**config.mk**
```make
export PLATFORM = sky130hd
export DESIGN_NAME = useq_fetch_ctrl
export DESIGN_NICKNAME = d
export VERILOG_FILES = /design/src/rtl/useq_pkg.sv /design/src/rtl/useq_ser_shift.sv /design/src/rtl/useq_fetch_ctrl.sv
export SDC_FILE = /design/constraint.sdc
export NUM_CORES = 1
export LEC_CHECK = 0
export ABC_AREA = 1
export CAP_MARGIN = 20
export CORE_MARGIN = 3
export CORE_UTILIZATION = 51
export DETAILED_ROUTE_END_ITERATION = 7
export DONT_BUFFER_PORTS = 1
export PLACE_DENSITY = 0.64
export SLEW_MARGIN = 5
export SYNTH_ARGS = -nofsm -noshare
export SYNTH_HDL_FRONTEND = slang
export SYNTH_SLANG_ARGS = --single-unit
```
**constraint.sdc**
```tcl
create_clock -name sys_clk -period 3.7 [get_ports sys_clk]
set_clock_uncertainty 0.2 [all_clocks]
set_input_delay 0.185 -clock sys_clk [delete_from_list [all_inputs] [get_ports sys_clk]]
set_output_delay 0.185 -clock sys_clk [all_outputs]
set_load 0.1 [all_outputs]
```
**src/rtl/useq_pkg.sv**
```systemverilog
// Shared definitions for the micro-sequenced fetch controller.
// Used by useq_fetch_ctrl and by the decoders, regfile and ALU, which compare
// cpu_state against useq_state_t.
//   useq_state_t  3-bit FSM state encoding (exported on cpu_state)
//   *_DEF         default width constants
//   bcnt_width()  bit-counter width covering the longest serial phase
package useq_pkg;

  localparam int PC_W_DEF     = 8;
  localparam int INST_W_DEF   = 16;
  localparam int MPC_W_DEF    = 5;
  localparam int MADDR_W_DEF  = 9;
  localparam int MINST_W_DEF  = 24;
  localparam int MAX_UOPS_DEF = 32;

  typedef enum logic [2:0] {
    ST_SEND_PC      = 3'd0,
    ST_FETCH        = 3'd1,
    ST_DECODE       = 3'd2,
    ST_SEND_MPC     = 3'd3,
    ST_FETCH_MINST  = 3'd4,
    ST_DECODE_MINST = 3'd5,
    ST_EXEC1        = 3'd6,
    ST_EXEC2        = 3'd7
  } useq_state_t;

  // Width of a counter that must reach (longest serial length - 1).
  function automatic int bcnt_width(input int a, input int b, input int c, input int d);
    int m;
    m = a;
    if (b > m) m = b;
    if (c > m) m = c;
    if (d > m) m = d;
    return (m <= 2) ? 1 : $clog2(m);
  endfunction

endpackage

```
**src/rtl/useq_ser_shift.sv**
```systemverilog
// W-bit shift register usable as serialiser or deserialiser.
//   clk, rst_n  clock, async active-low reset (clears register)
//   load        parallel load of load_val (wins over shift_en)
//   shift_en    shift left by one, ser_in enters at bit 0
//   par_out     register contents
//   ser_out     register MSB (MSB-first serial output)
module useq_ser_shift #(
  parameter int W = 8
) (
  input  logic         clk,
  input  logic         rst_n,
  input  logic         load,
  input  logic [W-1:0] load_val,
  input  logic         shift_en,
  input  logic         ser_in,
  output logic [W-1:0] par_out,
  output logic         ser_out
);

  logic [W-1:0] sreg_q, sreg_d;

  always_comb begin
    sreg_d = sreg_q;
    if (load)          sreg_d = load_val;
    else if (shift_en) sreg_d = W'({sreg_q, ser_in});
  end

  always_ff @(posedge clk or negedge rst_n) begin
    if (!rst_n) sreg_q <= '0;
    else        sreg_q <= sreg_d;
  end

  assign par_out = sreg_q;
  assign ser_out = sreg_q[W-1];

endmodule

```
**src/rtl/useq_fetch_ctrl.sv**
```systemverilog
// Serial fetch / micro-sequencing controller. Streams the PC out, shifts the
// instruction in, then for each uop streams the micro-store address out and
// shifts the micro-instruction in before a two-cycle execute (EXEC1/EXEC2).
// Owns PC, micro-PC, IR and micro-IR.
// Optional build macro USEQ_SER_READY_EN: serial phases advance only on cycles
// with ser_ready=1; without it ser_ready is ignored and every cycle is a beat.
// Ports:
//   sys_clk, sys_reset_n                  clock, async active-low reset
//   instr_in, m_instr_in                  serial instruction / uop bits in
//   ser_ready                             serial link ready (macro build only)
//   is_nop, is_micro_nop                  decoder NOP flags (DECODE / DECODE_MINST)
//   uop_last, ubranch_take/_target        sequence control, sampled in EXEC2
//   pc_branch_take/_target                PC redirect at end of instruction
//   m_inst_base                           micro-store base of current instruction
//   inst_addr_stream, m_inst_addr_stream  serial PC / micro-address out
//   cpu_state, pc, m_pc, instr_reg, m_instr_reg  architectural state
//   exec1_stb, exec2_stb, inst_done       phase strobes / retire pulse
module useq_fetch_ctrl
  import useq_pkg::*;
#(
  parameter int PC_W     = PC_W_DEF,
  parameter int INST_W   = INST_W_DEF,
  parameter int MPC_W    = MPC_W_DEF,
  parameter int MADDR_W  = MADDR_W_DEF,
  parameter int MINST_W  = MINST_W_DEF,
  parameter int MAX_UOPS = MAX_UOPS_DEF
) (
  input  logic               sys_clk,
  input  logic               sys_reset_n,
  input  logic               instr_in,
  input  logic               m_instr_in,
  input  logic               ser_ready,
  input  logic               is_nop,
  input  logic               is_micro_nop,
  input  logic               uop_last,
  input  logic               ubranch_take,
  input  logic [MPC_W-1:0]   ubranch_target,
  input  logic               pc_branch_take,
  input  logic [PC_W-1:0]    pc_branch_target,
  input  logic [MADDR_W-1:0] m_inst_base,
  output logic               inst_addr_stream,
  output logic               m_inst_addr_stream,
  output logic [2:0]         cpu_state,
  output logic [PC_W-1:0]    pc,
  output logic [MPC_W-1:0]   m_pc,
  output logic [INST_W-1:0]  instr_reg,
  output logic [MINST_W-1:0] m_instr_reg,
  output logic               exec1_stb,
  output logic               exec2_stb,
  output logic               inst_done
);

  localparam int BCNT_W = bcnt_width(PC_W, INST_W, MADDR_W, MINST_W);

  useq_state_t        state_q, state_d;
  logic [BCNT_W-1:0]  bcnt_q, bcnt_d;
  logic [PC_W-1:0]    pc_q, pc_d;
  logic [MPC_W-1:0]   m_pc_q, m_pc_d;
  logic               done_q, done_d;
  logic               beat, retire, uop_cap;

`ifdef USEQ_SER_READY_EN
  assign beat = ser_ready;
`else
  logic unused_ser_ready;
  assign unused_ser_ready = ser_ready;
  assign beat = 1'b1;
`endif

  // ">=" rather than "==" so a micro-branch beyond the cap still terminates
  // on the following EXEC2.
  assign uop_cap = (m_pc_q >= MPC_W'(MAX_UOPS - 1));

  always_comb begin
    state_d = state_q;
    bcnt_d  = bcnt_q;
    pc_d    = pc_q;
    m_pc_d  = m_pc_q;
    done_d  = 1'b0;
    retire  = 1'b0;
    case (state_q)
      ST_SEND_PC: if (beat) begin
        if (bcnt_q == BCNT_W'(PC_W - 1)) state_d = ST_FETCH;
        else                             bcnt_d  = bcnt_q + BCNT_W'(1);
      end
      ST_FETCH: if (beat) begin
        if (bcnt_q == BCNT_W'(INST_W - 1)) state_d = ST_DECODE;
        else                               bcnt_d  = bcnt_q + BCNT_W'(1);
      end
      ST_DECODE: begin
        m_pc_d = '0;
        if (is_nop) begin
          pc_d    = pc_q + PC_W'(1);
          state_d = ST_SEND_PC;
        end else begin
          state_d = ST_SEND_MPC;
        end
      end
      ST_SEND_MPC: if (beat) begin
        if (bcnt_q == BCNT_W'(MADDR_W - 1)) state_d = ST_FETCH_MINST;
        else                                bcnt_d  = bcnt_q + BCNT_W'(1);
      end
      ST_FETCH_MINST: if (beat) begin
        if (bcnt_q == BCNT_W'(MINST_W - 1)) state_d = ST_DECODE_MINST;
        else                                bcnt_d  = bcnt_q + BCNT_W'(1);
      end
      ST_DECODE_MINST: begin
        if (is_micro_nop) begin
          if (uop_cap) retire = 1'b1;
          else begin
            m_pc_d  = m_pc_q + MPC_W'(1);
            state_d = ST_SEND_MPC;
          end
        end else begin
          state_d = ST_EXEC1;
        end
      end
      ST_EXEC1: state_d = ST_EXEC2;
      ST_EXEC2: begin
        // End of sequence takes priority over a micro-branch.
        if (uop_last || uop_cap) retire = 1'b1;
        else if (ubranch_take) begin
          m_pc_d  = ubranch_target;
          state_d = ST_SEND_MPC;
        end else begin
          m_pc_d  = m_pc_q + MPC_W'(1);
          state_d = ST_SEND_MPC;
        end
      end
      default: state_d = ST_SEND_PC;
    endcase
    if (retire) begin
      pc_d    = pc_branch_take ? pc_branch_target : pc_q + PC_W'(1);
      m_pc_d  = '0;
      done_d  = 1'b1;
      state_d = ST_SEND_PC;
    end
    if (state_d != state_q) bcnt_d = '0;
  end

  always_ff @(posedge sys_clk or negedge sys_reset_n) begin
    if (!sys_reset_n) begin
      state_q <= ST_SEND_PC;
      bcnt_q  <= '0;
      pc_q    <= '0;
      m_pc_q  <= '0;
      done_q  <= 1'b0;
    end else begin
      state_q <= state_d;
      bcnt_q  <= bcnt_d;
      pc_q    <= pc_d;
      m_pc_q  <= m_pc_d;
      done_q  <= done_d;
    end
  end

  // Serialisers are loaded on the edge that enters their send state, so the
  // MSB is on the wire in the first cycle of that state.
  logic               pc_load, maddr_load, fetch_sh, mfetch_sh;
  logic               pc_bit, maddr_bit;
  logic [MADDR_W-1:0] maddr_next;

  assign pc_load    = (state_d == ST_SEND_PC)  && (state_q != ST_SEND_PC);
  assign maddr_load = (state_d == ST_SEND_MPC) && (state_q != ST_SEND_MPC);
  assign maddr_next = m_inst_base + MADDR_W'(m_pc_d);
  assign fetch_sh   = (state_q == ST_FETCH)       && beat;
  assign mfetch_sh  = (state_q == ST_FETCH_MINST) && beat;

  logic [PC_W-1:0]    unused_pc_par;
  logic [MADDR_W-1:0] unused_maddr_par;
  logic               unused_ir_ser, unused_mir_ser;

  useq_ser_shift #(.W(PC_W)) u_pc_ser (
    .clk(sys_clk), .rst_n(sys_reset_n), .load(pc_load), .load_val(pc_d),
    .shift_en((state_q == ST_SEND_PC) && beat), .ser_in(1'b0),
    .par_out(unused_pc_par), .ser_out(pc_bit)
  );

  useq_ser_shift #(.W(MADDR_W)) u_maddr_ser (
    .clk(sys_clk), .rst_n(sys_reset_n), .load(maddr_load), .load_val(maddr_next),
    .shift_en((state_q == ST_SEND_MPC) && beat), .ser_in(1'b0),
    .par_out(unused_maddr_par), .ser_out(maddr_bit)
  );

  useq_ser_shift #(.W(INST_W)) u_ir_des (
    .clk(sys_clk), .rst_n(sys_reset_n), .load(1'b0), .load_val('0),
    .shift_en(fetch_sh), .ser_in(instr_in),
    .par_out(instr_reg), .ser_out(unused_ir_ser)
  );

  useq_ser_shift #(.W(MINST_W)) u_mir_des (
    .clk(sys_clk), .rst_n(sys_reset_n), .load(1'b0), .load_val('0),
    .shift_en(mfetch_sh), .ser_in(m_instr_in),
    .par_out(m_instr_reg), .ser_out(unused_mir_ser)
  );

  assign inst_addr_stream   = (state_q == ST_SEND_PC)  && pc_bit;
  assign m_inst_addr_stream = (state_q == ST_SEND_MPC) && maddr_bit;
  assign cpu_state          = state_q;
  assign pc                 = pc_q;
  assign m_pc               = m_pc_q;
  assign exec1_stb          = (state_q == ST_EXEC1);
  assign exec2_stb          = (state_q == ST_EXEC2);
  // NOP skip retires combinationally in DECODE; sequenced retire is registered
  // and shows in the first SEND_PC cycle.
  assign inst_done          = done_q || ((state_q == ST_DECODE) && is_nop);

endmodule
```
# Word level (Yosys, flattened, before mapping)
# Index checks and enable logic that the tools add are counted.
# Widths: inputs -> output; s select.
[op_classes]
add_sub_neg = 4
multipliers = 0
n_div = 0
order_cmp = 1
eq_ne = 18
n_shift = 0
muxes = 35
n_bitwise = 0
n_reduce_logical = 14
[op_table]
columns = ["operator", "count"]
rows = [
  ["$mux 5", 10],
  ["$mux 8", 6],
  ["$mux 3", 8],
  ["$pmux 3 s8", 1],
  ["$pmux 5 s4", 1],
  ["$mux 9", 2],
  ["$pmux 5 s3", 1],
  ["$eq 3x3->1 const B", 4],
  ["$add 5x1->5 const B", 2],
  ["$eq 5x4->1 const B", 2],
  ["$add 9x5->9", 1],
  ["$eq 3x2->1 const B", 3],
  ["$ne 3x2->1 const B", 3],
  ["$add 8x1->8 const B", 1],
  ["$logic_not 3->1", 2],
  ["$ne 3x3->1 const B", 2],
  ["$eq 5x3->1 const B", 1],
  ["$eq 5x5->1 const B", 1],
  ["$ge 5x5->1 const B", 1],
  ["$logic_and 1x1->1", 5],
  ["$reduce_and 5->1", 1],
  ["$reduce_bool 5->1", 1],
  ["$mux 1", 4],
  ["$reduce_bool 2->1", 2],
  ["6 further kinds", 7],
]
[word_totals]
reg_bits = 79
latch_bits = 0
ram_bits = 0
mem_bits_ro = 0
output_inout_bits = 61
word_cells = 81
memories = 0

# Longest topological paths before layout
[logic_depth]
depth_word = 8
depth_mapped = 21
depth_no_buf = 21

# Modules after synthesis
# Synthesis repeated with hierarchy kept, for this count alone.
[unflattened]
hier_cells = 602
hier_area_um2 = 4633.2
[by_module_without_submodules]
columns = ["mod", "instances", "cells_each", "area_each_um2", "seq_area_each_um2"]
rows = [
  ["useq_fetch_ctrl", 1, 285, 1904.3, 550.5],
  ["useq_ser_shift at u_mir_des", 1, 133, 1141.1, 600.6],
  ["useq_ser_shift at u_ir_des", 1, 89, 769.5, 400.4],
  ["useq_ser_shift at u_maddr_ser", 1, 50, 436.7, 225.2],
  ["useq_ser_shift at u_pc_ser", 1, 45, 381.6, 200.2],
]

# Worst setup path before layout
# OpenSTA, ideal clock, no wires.
[synth_path]
path_type = "register -> register"
startpoint = "reg state_q[1], in the netlist cpu_state[1]"
endpoint = "reg u_maddr_ser.sreg_q[8], in the netlist u_maddr_ser.par_out[8]"
arrival_ns = 3.984
required_ns = 3.383
slack_ns = -0.601
path_stages_with_launch = 18
path_cell_list = "dfrtp_1 > buf_4 > inv_1 > nor2_2 > nand2_1 > nand2_2 > buf_2 > a21oi_1 > ha_1 > fa_1 > nand3_1 > nand2_1 > nand4_1 > nand3b_1 > nand2_1 > nand4_1 > nand2_1 > nand2_1"
[synth_between]
elab_cells_between_ends = 26
[synth_rtl]
columns = ["item", "line", "text"]
rows = [
  ["start, declared", "useq_fetch_ctrl.sv:55", "useq_state_t state_q, state_d;"],
  ["start signal, assigned", "useq_fetch_ctrl.sv:149", "state_q <= state_d;"],
  ["$eq 3x3->1 *", "-", ""],
  ["via exec2_stb", "useq_fetch_ctrl.sv:49", "output logic exec2_stb,"],
  ["$pmux 5 s3 / $pmux 1 s2 (equally long branches)", "useq_fetch_ctrl.sv:81", "case (state_q)"],
  ["$mux 5 *", "useq_fetch_ctrl.sv:132", "if (retire) begin"],
  ["via m_pc_d[0]", "useq_fetch_ctrl.sv:58", "logic [MPC_W-1:0] m_pc_q, m_pc_d;"],
  ["$add 9x5->9 *", "useq_fetch_ctrl.sv:165", "assign maddr_next = m_inst_base + MADDR_W'(m_pc_d);"],
  ["$mux 9 *", "useq_ser_shift.sv:24", "if (load) sreg_d = load_val;"],
  ["end signal, assigned", "useq_ser_shift.sv:30", "else sreg_q <= sreg_d;"],
  ["end, declared", "useq_ser_shift.sv:20", "logic [W-1:0] sreg_q, sreg_d;"],
]
# Mark *: on every way through the listed nets, which the timed path passes. The rest lies on a longest branch.
# A chain may end at the register's enable or synchronous reset.

# Worst setup path after layout
[layout_path]
startpoint = "reg m_pc_q[1], in the netlist m_pc[1]"
endpoint = "reg u_maddr_ser.sreg_q[8], in the netlist u_maddr_ser.par_out[8]"
[layout_between]
elab_cells_between_ends = 23
[layout_rtl]
columns = ["item", "line", "text"]
rows = [
  ["start, declared", "useq_fetch_ctrl.sv:58", ""],
  ["start signal, assigned", "useq_fetch_ctrl.sv:152", "m_pc_q <= m_pc_d;"],
  ["$ge 5x5->1 *", "useq_fetch_ctrl.sv:72", "assign uop_cap = (m_pc_q >= MPC_W'(MAX_UOPS - 1));"],
  ["$mux 5 (tied with other cells)", "useq_fetch_ctrl.sv:109", "if (uop_cap) retire = 1'b1;"],
  ["$mux 5 (tied with other cells)", "useq_fetch_ctrl.sv:108", "if (is_micro_nop) begin"],
  ["$pmux 5 s3 / $pmux 1 s2 (equally long branches)", "useq_fetch_ctrl.sv:81", ""],
  ["$mux 5 *", "useq_fetch_ctrl.sv:132", ""],
  ["via m_pc_d[0]", "useq_fetch_ctrl.sv:58", ""],
  ["$add 9x5->9 *", "useq_fetch_ctrl.sv:165", ""],
  ["$mux 9 *", "useq_ser_shift.sv:24", ""],
]
# Marks and branches as above.

==> results.md <==
- Status: finished with violations
- Violated checks: hold timing
- Via density: between 5 and 6
- TNS Setup: 0 ps
- Synth top area share: between 40% and 50%
- Fin nets: between 600 and 700
- WL final: just under 10000 um
- H-tree depth: 3
- Core Region: 8299 um2
- CP startpoint kind: flip-flop
- Vias in the first global route: roughly 3700
- Initial DRC count: around 190
- Die area: roughly 9800 um2
- Crit path required time: 3750 ps
- Gpl congestion: roughly 0.83
- Async SR Flop Fraction: 100.0%
- Clock transition at the registers of the reported paths: 90 ps
- Distinct cell type count after synthesis: 41
- Total global routing overflow: 0
- Worst setup margin: roughly 330 ps
- Antenna Cells: 0
- Final Setup Violations: 0
- Row count: 33
- Crit-path most repeated cell: nand2_1
- CTS tree: yes
- Drt first pass iters: 4
- Mapped cell area: roughly 4400 um2
- DR WL met2: about 4700 um
- # DRC: 0
- DP Wirelength: around 6800 um
- Initial Util: roughly 53%
- Vias: 3778
- Crit path cell chain: ha_1 > and3_1 > ha_1 > inv_1 > nand2_1 > o21bai_2 > nand3_1 > nand2_1 > a21oi_1 > ha_1 > fa_1 > nand3_1 > nand2_1 > nand4_1 > nand3b_1 > nand2_1 > nand4_1 > nand2_1 > nand2_1
- Mapped Nets: a little over 600
- Avg Cell Area, Syn: 7.716 um2
- Leak: between 2 and 3 nW
- IO Count: 93
- RSZ-0062 raised after global routing: false
- Buffers added on ports: 0
- Die Y: roughly 99 um
- Layout Utilization: just over 60%
- Initial antenna violation count: 0
- Die X: 98.86 um
- Total GRT Usage: a little over a fifth
- Worst EP arrival: approximately 3400 ps
- P per Cell Area: about 590 nW/um2
- Delay-heaviest family, CP: simple AND/OR/NAND/NOR gates
- Crit-path max FO: 4
- HP Class: in -> reg
- Average routed wire per standard cell: 13.71 um
- EDFF count, synth: 0
- Met1 Wirelength: ~4400 um
- Hold Vio Cnt, Final: 1
- Critical Path Max Stage Delay: around 430 ps
- Root buffer cell: clkbuf_8
- Worst reg2reg setup slack: 330 ps
- WL met3: about 540 um
- Crit-path slowest cell: fa_1
- Final clock period utilization by the worst path: roughly nine tenths
- Synth area leader: dfrtp_1
- Yosys reg bits: 79
- Pin count of the biggest net entering global routing: 80
- Post-synth top flop: dfrtp_1
- Num CTS Buffers: 9
- Min Hold Slack: -13.10 ps
- Clock latency on the worst-skew pair: 350 ps
- Sequential fraction of the synthesis area: 44.95%
- Post-DP Area: 4626 um2
- Bufs and invs on worst path: 1
- Max_cap viols: 0
- Fraction of layout cells with a size suffix above 1: a little under an eighth
- P&R area growth vs syn: 16.73%
- Global-route wire length before repair: ~17000 um
- Area contributors post-synth: dfrtp_1 (45%), nand2_1 (21%), nand3_1 (5.9%)
- Min Tclk post-route: approximately 3400 ps
- Post-route cell area: between 5000 and 6000 um2
- Max-slew violation count: 0
- Worst-margin pin slew: between 900 and 1000 ps
- CP Class: reg -> reg
- TritonCTS Sinks: 79
- YS warnings: 0
- Pre-CTS worst setup slack: ~280 ps
- Slew headroom: 35.12%
- CP endpoint kind: flip-flop
- Routed Antenna Nets: 0
- Maximum clock insertion buffer count: 2
- Cells after Synth: between 500 and 600
- Fmax: approximately 300 MHz
- VDD IR max: between 0.2 and 0.3 mV
- DR top layer: met4
- Number of setup buffers added after CTS: 0
metal layers:
metal | vias to the layer above | global-route usage [%]
met3 | 15 | 5.874
li1 | 1923 | -
met1 | 1747 | 27.87
met5 | - | 0
met4 | 0 | 6.933
met2 | 93 | 34.56
through the flow:
step / instances / power (mW)
finish: 718 / 3.033
global route: 718 / 3.219
CTS: 718 / 3.063
detailed placement: 677 / 2.263
global placement: 677 / 2.243
floorplan: 570 / 2.106
placed cells by master, fill, tap and decap left out, types with 6 or more instances in the layout:
| cell | instances |
|---|---|
| inv_1 | 40 |
| nand3_1 | 52 |
| a21oi_1 | 9 |
| ha_1 | 11 |
| dlygate4sd3_1 | 24 |
| nand2_1 | 242 |
| nand4_1 | 25 |
| xor2_1 | 6 |
| o21ai_0 | 15 |
| nor2_1 | 18 |
| clkbuf_8 | 9 |
| buf_4 | 21 |
| dfrtp_1 | 76 |
report_power, final:
part | switching, mW | internal, mW
registers | 0.456 | 1.02
clock network | 0.356 | 0.396
logic | 0.565 | 0.243
cells in the mapped netlist, types with 3 or more instances:
cell and n:
inv_2 4, dfrtp_1 79, xor2_1 6, buf_2 3
nand2_2 3, a31oi_1 3, a21oi_1 9, inv_1 40
xnor2_1 4, nand4_1 25, nand3b_1 3, o21ai_0 16
nand3_1 52, buf_4 6, nor2_1 20, clkbuf_1 9
ha_1 11, nand2_1 242, nand2_4 4
cell type report:
cell class | count | area (um2)
Clock buffer | 9 | 123.9
Clock inverter | 7 | 108.9
Fill cell | 731 | 3166
Inverter | 46 | 175.2
Multi-Input combinational cell | 424 | 2152
Sequential cell | 79 | 1981
Tap cell | 105 | 131.4
Timing Repair Buffer | 48 | 461.7
worst min-delay path, delay by kind of cell:
family          cells  cell delay, ps
compound gates      3             300
path summary, 6_finish.rpt:
kind | from | cells after the start | endpoint
worst max register to register | m_pc[1] | 19 | u_maddr_ser.par_out[8]
min in group asynchronous | sys_reset_n | 2 | u_ir_des.par_out[12]
worst min register to register | u_maddr_ser.par_out[0] | 2 | u_maddr_ser.par_out[1]
worst min-delay path | ubranch_take | 3 | m_pc[2]
max in group asynchronous | sys_reset_n | 2 | cpu_state[0]
worst max-delay path | m_pc[1] | 19 | u_maddr_ser.par_out[8]
registers in the layout, summed over array words and instances (netlist names):
name                 cells
m_pc                     5
u_mir_des.par_out       24
u_ir_des.par_out        16
u_pc_ser.par_out         8
cpu_state                3
bcnt_q                   5
u_maddr_ser.par_out      9
done_q                   1
pc                       8
repair_timing:
item	4_1_cts	5_1_grt
hold buffers	25	0
endpoints found under the hold margin	101	0
setup endpoints to repair	0	5
gates resized for setup	0	3
logic make-up (layout without fill, tap and decap cells):
logic type / count (synthesis) / in the layout / share of synthesized area (%)
simple gates: 365 / 365 / 37.55
flops: 79 / 79 / 44.95
buf+inv: 67 / 110 / 6.543
compound gates: 37 / 37 / 5.377
fa+ha+maj: 12 / 12 / 3.585
xor+xnor: 10 / 10 / 1.991
Power figures use the tool's default switching activity.
